## config.mk

```make
export PLATFORM = sky130hd
export DESIGN_NAME = inmultitor_8b_secvential
export DESIGN_NICKNAME = d
export VERILOG_FILES = /design/src/rtl/inmultitor_8b_secvential.sv
export SDC_FILE = /design/constraint.sdc
export NUM_CORES = 1
export LEC_CHECK = 0
export ABC_AREA = 1
export CAP_MARGIN = 20
export CORE_MARGIN = 10
export CORE_UTILIZATION = 40
export CTS_BUF_LIST = sky130_fd_sc_hd__clkbuf_4
export DETAILED_ROUTE_END_ITERATION = 7
export PLACE_DENSITY_LB_ADDON = 0.12
export SLEW_MARGIN = 40
export SYNTH_ARGS = -nofsm -noshare
export SYNTH_HDL_FRONTEND = slang
export SYNTH_SLANG_ARGS = --single-unit
```

## constraint.sdc

```tcl
create_clock -name clk -period 1.4 [get_ports clk]
set_input_delay 0.42 -clock clk [delete_from_list [all_inputs] [get_ports clk]]
set_output_delay 0.42 -clock clk [all_outputs]
set_load 0.02 [all_outputs]
```

## src/rtl/inmultitor_8b_secvential.sv

```systemverilog
// ============================================================================
// Module   : inmultitor_8b_secvential
// Purpose  : Sequential 8x8 unsigned shift-and-add multiplier (16-bit product)
//            that uses an external 8-bit adder as its only arithmetic unit.
//            Optional macro INMULTITOR_START_ERR_EN adds a sticky start_err.
// Revision : 1.0 - initial release
// ============================================================================
`default_nettype none

module inmultitor_8b_secvential #(
  parameter int WIDTH = 8
) (
  input  logic               clk,
  input  logic               reset,
  input  logic               start,
  input  logic [WIDTH-1:0]   op_a,
  input  logic [WIDTH-1:0]   op_b,
  output logic               busy,
  output logic               done,
  output logic [2*WIDTH-1:0] product,
  output logic [WIDTH-1:0]   add_in0,
  output logic [WIDTH-1:0]   add_in1,
  output logic               add_cin,
  input  logic [WIDTH-1:0]   add_sum,
  input  logic               add_cout
`ifdef INMULTITOR_START_ERR_EN
  ,
  output logic               start_err
`endif
);

  generate
    if (WIDTH != 8) begin : g_width_check
      $error("inmultitor_8b_secvential: WIDTH must be 8 to match the adder");
    end
  endgenerate

  localparam int           c_CNT_W     = 4;
  localparam [c_CNT_W-1:0] c_LAST_ITER = 4'd7;

  typedef enum logic [1:0] {
    S_IDLE = 2'd0,
    S_CALC = 2'd1,
    S_DONE = 2'd2
  } state_t;

  state_t               r_state;
  state_t               w_next_state;
  logic [WIDTH-1:0]     r_mcand;
  logic [WIDTH-1:0]     r_acc;
  logic [WIDTH-1:0]     r_q;
  logic [c_CNT_W-1:0]   r_cnt;
  logic [2*WIDTH-1:0]   r_product;
  logic [2*WIDTH-1:0]   w_shifted;

  // Next {acc, q}: adder result with carry on top, multiplier shifted right.
  assign w_shifted = {add_cout, add_sum, r_q[WIDTH-1:1]};
  assign product   = r_product;

  always_ff @(posedge clk) begin
    if (reset) begin
      r_state <= S_IDLE;
    end else begin
      r_state <= w_next_state;
    end
  end

  always_comb begin
    w_next_state = r_state;
    busy         = 1'b0;
    done         = 1'b0;
    add_in0      = '0;
    add_in1      = '0;
    add_cin      = 1'b0;
    case (r_state)
      S_IDLE: begin
        if (start) begin
          w_next_state = S_CALC;
        end
      end
      S_CALC: begin
        busy    = 1'b1;
        add_in0 = r_acc;
        add_in1 = r_q[0] ? r_mcand : '0;
        if (r_cnt == c_LAST_ITER) begin
          w_next_state = S_DONE;
        end
      end
      S_DONE: begin
        busy         = 1'b1;
        done         = 1'b1;
        w_next_state = S_IDLE;
      end
      default: begin
        w_next_state = S_IDLE;
      end
    endcase
  end

  always_ff @(posedge clk) begin
    if (reset) begin
      r_mcand   <= '0;
      r_acc     <= '0;
      r_q       <= '0;
      r_cnt     <= '0;
      r_product <= '0;
    end else begin
      case (r_state)
        S_IDLE: begin
          if (start) begin
            r_mcand <= op_a;
            r_q     <= op_b;
            r_acc   <= '0;
            r_cnt   <= '0;
          end
        end
        S_CALC: begin
          {r_acc, r_q} <= w_shifted;
          r_cnt        <= r_cnt + 4'd1;
          // Product is captured on the final iteration so it is valid with done.
          if (r_cnt == c_LAST_ITER) begin
            r_product <= w_shifted;
          end
        end
        default: begin
        end
      endcase
    end
  end

`ifdef INMULTITOR_START_ERR_EN
  logic r_start_err;

  always_ff @(posedge clk) begin
    if (reset) begin
      r_start_err <= 1'b0;
    end else if (start && busy) begin
      r_start_err <= 1'b1;
    end
  end

  assign start_err = r_start_err;
`endif

endmodule

`default_nettype wire

```

# Word-level counts from Yosys, hierarchy flattened
# Cells that the tools add are included.
[op_classes]
n_reduce_logical = 7
n_eq_ne = 5
n_mux = 14
add_sub_neg = 1
[op_table]
columns = ["cell", "n"]
rows = [
  ["$mux W8", 5],
  ["$pmux W8 S2", 2],
  ["$pmux W4 S2", 1],
  ["$reduce_and A2 Y1", 4],
  ["$add A4 B1 Y4 const B", 1],
  ["$eq A4 B3 Y1 const B", 1],
  ["$mux W2", 2],
  ["$mux W4", 1],
  ["$ne A2 B2 Y1 const B", 2],
  ["$pmux W2 S2", 1],
  ["$eq A2 B1 Y1 const B", 1],
  ["$eq A2 B2 Y1 const B", 1],
  ["$logic_not A2 Y1", 1],
  ["$mux W1", 2],
  ["$reduce_bool A2 Y1", 1],
  ["$reduce_or A2 Y1", 1],
]
[word_totals]
register_bits = 46
output_inout_bits = 35
word_cells = 33
in_bits = 28

# Longest topological paths before layout
# Gate-level depths: netlist of run 1.
[logic_depth]
depth_word = 3
depth_mapped = 8
ltp_nobuf = 8

# Worst setup path after synthesis of run 1
# No wires, ideal clock.
[synth_path]
path_kind = "register to output"
from = "register r_state[1]"
to = "output add_in1[0]"
arrival_ns = 1.308
path_buffers = 2
path_stages_with_launch = 7
slack_ns = -0.328
path_cell_list = "dfxtp_1 -> inv_1 -> ha_1 -> buf_6 -> buf_2 -> nand2_1 -> nor2_1"
[synth_via]
elab_chain_len = 2
[synth_lines]
columns = ["item", "line_no", "source"]
rows = [
  ["from (decl)", "47", "state_t r_state;"],
  ["from (signal assigned)", "64", "r_state <= w_next_state;"],
  ["$eq A2 B1 Y1", "75", "case (r_state)"],
  ["$mux W8", "75", ""],
  ["to (decl)", "22", "output logic [WIDTH-1:0] add_in1,"],
]
# Every way passes these cells.

# Worst setup path after layout of run 1
[layout_path]
from = "register r_state[0]"
to = "output add_in0[6]"
[layout_via]
elab_chain_len = 2
[layout_lines]
columns = ["item", "line_no", "source"]
rows = [
  ["$eq A2 B1 Y1", "75", ""],
  ["$mux W8", "75", ""],
  ["to (decl)", "21", "output logic [WIDTH-1:0] add_in0,"],
]
# Every way passes these cells.

==> summary.txt, run 1 <==
Synthesis
  – Post-Syn Instances: roughly 270
  – Yosys warning count: 0
  – Netlist Area Pre-Place: ~1900 um2
  – Synth cell types: 19
  – #FFs+latches synth: 46
  – Avg Inst Size Synth: approximately 7.1 um2
  – Post-synthesis sequential area ratio: 0.475
  – Syn nets: between 300 and 400

Run status
  – Violated checks: negative setup slack
  – Status: finished, violations left

Global routing
  – Grt ovf: 0
  – Vias in the first global route: between 1500 and 2000
  – Largest net degree at the start of global routing: 18
  – GRT Util Overall: 0.137
  – Global-route wire length before repair: between 8000 and 9000 um
  – Initial antenna violation count: 0

Floorplanning
  – Die Wd: 89.7 um
  – Initial Utilization: 0.411
  – Die Ht: ~90 um
  – Row Count: 25
  – Die footprint: ~8000 um2
  – Io pins: 63
  – Core Area: 4720 um2

Detailed routing
  – Wire length on met2: between 2000 and 3000 um
  – Post-DR wirelength/cell: approximately 13 um
  – Initial DRC Count: 109
  – # DRC: 0
  – Via/cell ratio: 4.64
  – WL met3: approximately 400 um
  – Final WL: roughly 5700 um
  – TritonRoute pass-1 iters: 4
  – Final ANT Viol Nets: 0
  – DR vias: approximately 2000
  – DR top layer: met4
  – M1 wire length: roughly 2400 um

Timing
  – Final Cycle Share: 1.25
  – Max-slew violation count: 0
  – Endpoints failing setup: 55
  – Final WS setup: -0.344 ns
  – Fmax: between 500 and 600 MHz
  – Final Hold Fails: 0
  – Fin crit period: around 1.7 ns
  – RSZ-0062 raised after global routing: true
  – Final setup skew: roughly 0.012 ns

Finish
  – Area grow syn2layout: 70.7%
  – Diode count: 0
  – Final cell count without fillers: approximately 430
  – Share of layout cells above drive strength 1: 0.419
  – Final nets: ~400

Worst setup path
  – CP arrival: ~1.3 ns
  – Worst setup EP type: output port
  – Worst Setup SP: r_state[0]
  – Worst path required time: 0.98 ns
  – Reg2reg start: r_state[0]
  – Critical Path Source Type: register
  – R2r endpoint: r_acc[3]
  – CP endpoint: add_in0[6]
  – Crit Path Class: reg2out
  – Register-to-Register Path Depth: 10
  – CP Max Fanout: 7
  – R2r setup slk: -0.16 ns

Clocking
  – CTS Buf Count: 5
  – Worst-path clk slew: between 0.1 and 0.15 ns
  – CTS tree: yes
  – Htree depth: 2
  – Clock Latency Late Sink: ~0.36 ns
  – Longest Clk Path Bufs: 2
  – Root Buffer: clkbuf_4
  – Clk sinks: 46

Pwr
  – P per Cell Area: roughly 850 nW/um2
  – Max IR drop VDD: ~0.00065 V
  – P_leak: roughly 0.0014 uW

Placed design
  – Pre-CTS setup slack: -0.450 ns
  – Placed Cells: slightly above 400
  – IO Port Bufs: between 60 and 70
  – DP Wirelength: a little over 4000 um
  – RePlAce Congestion: a little under 0.8

Job
  – Max_cap viols: 0

Worst hold path
  – Hold Crit Class: reg2reg
[per-stage QoR]
stage                     cell area (um2)   util  setup TNS [ns]  power, uW  hold slack [ns]
after floorplan                      2040      -          -0.330       1670            0.439
after global placement               2950  0.625          -11.84       1890            0.446
after detailed placement             2950  0.625          -12.23       1900            0.449
after CTS                            3060  0.648           -6.87       2770            0.466
after global routing                 3310  0.701          -13.56       2960            0.481
final                                3310  0.701           -8.97       2820            0.468
[worst min path at each step]
stage                            from     endpoint  slack [ns]  cells after the start
after floorplan              r_acc[0]     r_acc[0]        0.44                      2
after global placement    product[15]  product[15]        0.45                      2
after detailed placement  product[11]  product[11]        0.45                      2
after CTS                 product[11]  product[11]        0.47                      2
after global routing       product[6]   product[6]        0.48                      2
final                      product[6]   product[6]        0.47                      2
[metal layers]
metal	vias to the layer above	GRT usage
met5	-	0
met4	0	0.0462
met3	9	0.0514
met2	51	0.234
met1	913	0.153
li1	1033	-
[kinds of logic (layout without fill, tap and decap cells)]
group,Yosys count,count (layout),synth area share
AND/OR/NAND/NOR,126,126,0.257
AO/OA/AOI/OAI,57,57,0.151
flip-flops,46,46,0.475
buffers and inverters,39,131,0.0903
adder cells (fa/ha/maj),4,4,0.0258
other,1,1,0.00193
[final cells by class]
type | instances | area (um2)
clock buffer | 6 | 45.0
clock inverter | 2 | 37.5
fill | 376 | 1410
inverter | 26 | 123
multi-input combinational | 188 | 1120
sequential | 46 | 926
tap | 67 | 83.8
timing repair buffer | 96 | 968
timing repair inverter | 1 | 6.26
[synthesized netlist by cell type (all sizes together)]
| library cell | n | area, um2 |
|---|---|---|
| nand4 | 1 | 21.3 |
| conb | 1 | 3.75 |
| o21ai | 18 | 93.8 |
| a21oi | 39 | 199 |
| ha | 4 | 50.1 |
| and3 | 1 | 6.26 |
| inv | 26 | 97.6 |
| dfxtp | 46 | 921 |
| nor2 | 27 | 101 |
| buf | 9 | 62.6 |
| nand3 | 2 | 10.0 |
| nand2 | 95 | 359 |
| clkbuf | 4 | 15.0 |
[cell usage in the layout, fill, tap and decap left out, types with 8 or more instances in the layout]
master           count
nand2_2             16
dfxtp_1             44
buf_12               9
inv_1               13
clkdlybuf4s50_1     27
nor2_4               8
buf_2               16
a21oi_2             21
buf_6               24
o21ai_0             12
nand2_1             76
buf_4               19
nor2_1              16
inv_2                9
a21oi_1             17
[timing repair]
action,in CTS,in global routing
pin swaps,3,8
gates resized for setup,202,53
hold buffers,0,0
setup endpoints to repair,54,55
cloned,1,1
buffers inserted,2,5
[registers in the layout, indices dropped and copies added, names as in the netlist]
name,cells
product,16
r_cnt,4
r_state,2
r_q,8
r_mcand,8
r_acc,8
[critical path, stage by stage (launching register included)]
cell	delay (ns)
dfxtp_4	0.40
ha_4	0.22
buf_12	0.15
nand2_2	0.05
inv_2	0.04
buf_6	0.10
[power by group]
group / leakage [uW] / internal [uW] / switching, uW / total (uW)
sequential: 0.000376 / 1370 / 44.9 / 1410
clock: 0.0000419 / 396 / 429 / 825
combinational: 0.000974 / 295 / 289 / 584
total: 0.00139 / 2060 / 763 / 2820
(Power assumes the default switching activity.)
==> inputs of run 2 (changes only) <==
Settings changed: GPL_TIMING_DRIVEN set to 0.
==> run 2 against run 1 <==
Net effect:
- the flow still finishes with violations (negative setup slack)
- clock-buffer cell count unchanged
- design area decreased by 0.53%
- core utilization down 0.37 points
- critical path depth rose by 2
- die area did not move
- sequential cell count unchanged
- clock skew is 0.0019 ns higher
==> summary.txt, run 2 (synthesis gave the netlist of run 1 again) <==
Run status
  – Status: finished, violations left (unchanged)
  – Violated checks: negative setup slack (unchanged)

Clocking
  – Root Buffer: clkbuf_4 (unchanged)
  – Hold-fix buffers, CTS: 0 (unchanged)
  – Longest Clk Path Bufs: 2 (unchanged)
  – Worst-path clk slew: 0.12 ns (was 0.14 ns)
  – CTS tree: yes (unchanged)
  – CTS Buf Count: 5 (unchanged)
  – Clk sinks: 46 (unchanged)
  – Clock Latency Late Sink: 0.37 ns (was 0.36 ns)
  – Htree depth: 2 (unchanged)

Finish
  – Share of layout cells above drive strength 1: 0.438 (was 0.419)
  – Reg area: 923 um2 (was 926 um2)
  – Final nets: 396 (unchanged)
  – Max FFs per register: 16 (unchanged)
  – Commonest non-fill, non-tap cells in the layout: 66 x nand2_1, 44 x dfxtp_1, 29 x buf_6 (was 76 x nand2_1, 44 x dfxtp_1, 27 x clkdlybuf4s50_1)
  – Final Util: 0.698 (was 0.701)
  – Area grow syn2layout: 69.8% (was 70.7%)
  – Multi-input logic area: 1180 um2 (was 1120 um2)
  – Diode count: 0 (unchanged)
  – Fillers: 388 (was 376)
  – Final cell count without fillers: 432 (unchanged)
  – Commonest non-fill, non-tap cell in the layout: nand2_1 (unchanged)

Timing
  – Final Hold Fails: 0 (unchanged)
  – Final WS setup: -0.515 ns (was -0.344 ns)
  – Final setup skew: 0.0140 ns (was 0.0121 ns)
  – Max-slew violation count: 0 (unchanged)
  – Fmax: 522 MHz (was 573 MHz)
  – Fin crit period: 1.92 ns (was 1.74 ns)
  – RSZ-0062 raised after global routing: true (unchanged)
  – Hold_ws: 0.469 ns (was 0.468 ns)
  – Endpoints failing setup: 50 (was 55)
  – Final Cycle Share: 1.37 (was 1.25)

Global routing
  – Largest net degree at the start of global routing: 14 (was 18)
  – Grt ovf: 0 (unchanged)
  – Global-route wire length before repair: 9190 um (was 8560 um)
  – Vias in the first global route: 1975 (was 1885)
  – GRT Util Overall: 0.146 (was 0.137)
  – Initial antenna violation count: 0 (unchanged)

Placed design
  – RePlAce Congestion: 0.807 (was 0.779)
  – DP Wirelength: 3900 um (was 4040 um)
  – IO Port Bufs: 61 (unchanged)
  – Placed Cells: 401 (was 415)

Floorplanning
  – Core Area: 4720 um2 (unchanged)
  – Die Wd: 89.7 um (unchanged)
  – Row Count: 25 (unchanged)
  – Die footprint: 8040 um2 (unchanged)
  – Initial Utilization: 0.411 (unchanged)
  – Io pins: 63 (unchanged)
  – Die Ht: 89.7 um (unchanged)

Worst setup path
  – Reg2reg start: r_state[1] (was r_state[0])
  – Cell Chain, Critical Path: inv_2, ha_4, buf_8, buf_12, nand2_8, nor2_4, buf_6 (was ha_4, buf_12, nand2_2, inv_2, buf_6)
  – Worst setup EP type: output port (unchanged)
  – Crit Path Class: reg2out (unchanged)
  – Max incr delay on CP: 0.36 ns (was 0.40 ns)
  – CP Max Fanout: 8 (was 7)
  – Worst path required time: 0.98 ns (about the same)
  – Critical path's slowest cell: dfxtp_2 (was dfxtp_4)
  – Critical Path Source Type: register (unchanged)
  – Worst Setup SP: r_state[1] (was r_state[0])
  – CP arrival: 1.50 ns (was 1.32 ns)

Detailed routing
  – Initial DRC Count: 128 (was 109)
  – Final ANT Viol Nets: 0 (unchanged)
  – Via/cell ratio: 4.81 (was 4.64)
  – Post-DR wirelength/cell: 14.3 um (was 13.1 um)
  – Final WL: 6180 um (was 5670 um)
  – # DRC: 0 (unchanged)
  – TritonRoute pass-1 iters: 4 (unchanged)
  – DR vias: 2079 (was 2006)

Pwr
  – Pwr Total: 2640 uW (was 2820 uW)
  – P per Cell Area: 803 nW/um2 (was 852 nW/um2)
  – Switching share of power: 0.293 (was 0.270)
  – P_leak: 0.00141 uW (was 0.00139 uW)
  – Seq pwr share: 0.535 (was 0.501)
  – Total internal power: 1870 uW (was 2060 uW)
  – Comb pwr share: 0.229 (was 0.207)
  – Max IR drop VDD: 0.000462 V (was 0.000652 V)
  – Sw Pwr: 775 uW (was 763 uW)
  – Clk pwr share: 0.237 (was 0.292)

Job
  – Max_cap viols: 0 (unchanged)

Worst hold path
  – Hold Crit Class: reg2reg (unchanged)
  – Hold Startpoint: r_acc[5] (was product[6])
==> run 2: path summary, 6_finish.rpt <==
kind                                    to  slack, ns  cells past startpoint
worst max-delay path            add_in1[7]      -0.52                      7
worst min-delay path              r_acc[5]       0.47                      2
worst max register to register  product[9]      -0.14                     10
worst min register to register    r_acc[5]       0.47                      2
==> run 2: through the flow <==
| step | area (um2) | TNS, ns | worst slack (ns) |
|---|---|---|---|
| 6_report | 3300 | -10.16 | -0.515 |
| 3_5_place_dp | 2740 | -29.26 | -0.690 |
| 4_1_cts | 3000 | -8.92 | -0.548 |
| 2_1_floorplan | 2040 | -0.330 | -0.0616 |
| 5_1_grt | 3300 | -13.82 | -0.588 |
| 3_3_place_gp | 2740 | -28.84 | -0.677 |
==> run 2: power by group through the flow <==
stage | Sequential [uW] | Combinational, uW | Clock (uW)
floorplan | 1430 | 245 | 0
global placement | 1430 | 390 | 0
detailed placement | 1440 | 394 | 0
CTS | 1410 | 512 | 645
global route | 1420 | 656 | 708
finish | 1410 | 605 | 626
==> run 2: worst max-delay path: cells and delay by family (launching register included) <==
family	cells	cell delay, ns
fa+ha+maj	1	0.16
buf+inv	4	0.42
flops	1	0.36
simple gates	2	0.18
==> run 2: final cells by class <==
cell class | instances | area share
multi-input combinational | 188 | 0.360
sequential | 46 | 0.280
timing repair buffer | 84 | 0.249
buffer | 13 | 0.0372
inverter | 26 | 0.0319
tap | 67 | 0.0254
clock buffer | 6 | 0.0137
clock inverter | 2 | 0.00266
==> run 2: what timing repair did <==
item	in CTS	in global routing
setup endpoints to repair	71	56
gates resized for setup	203	82
hold endpoints to repair	0	0
pin swaps	5	16
cloned	1	3
setup buffers	14	6
==> run 2: layer usage <==
layer,global-route usage,vias up,share of wire
met2,0.238,52,0.49
met5,0,-,0
li1,-,1042,-
met1,0.174,975,0.42
met4,0.0564,0,0.018
met3,0.0451,10,0.074
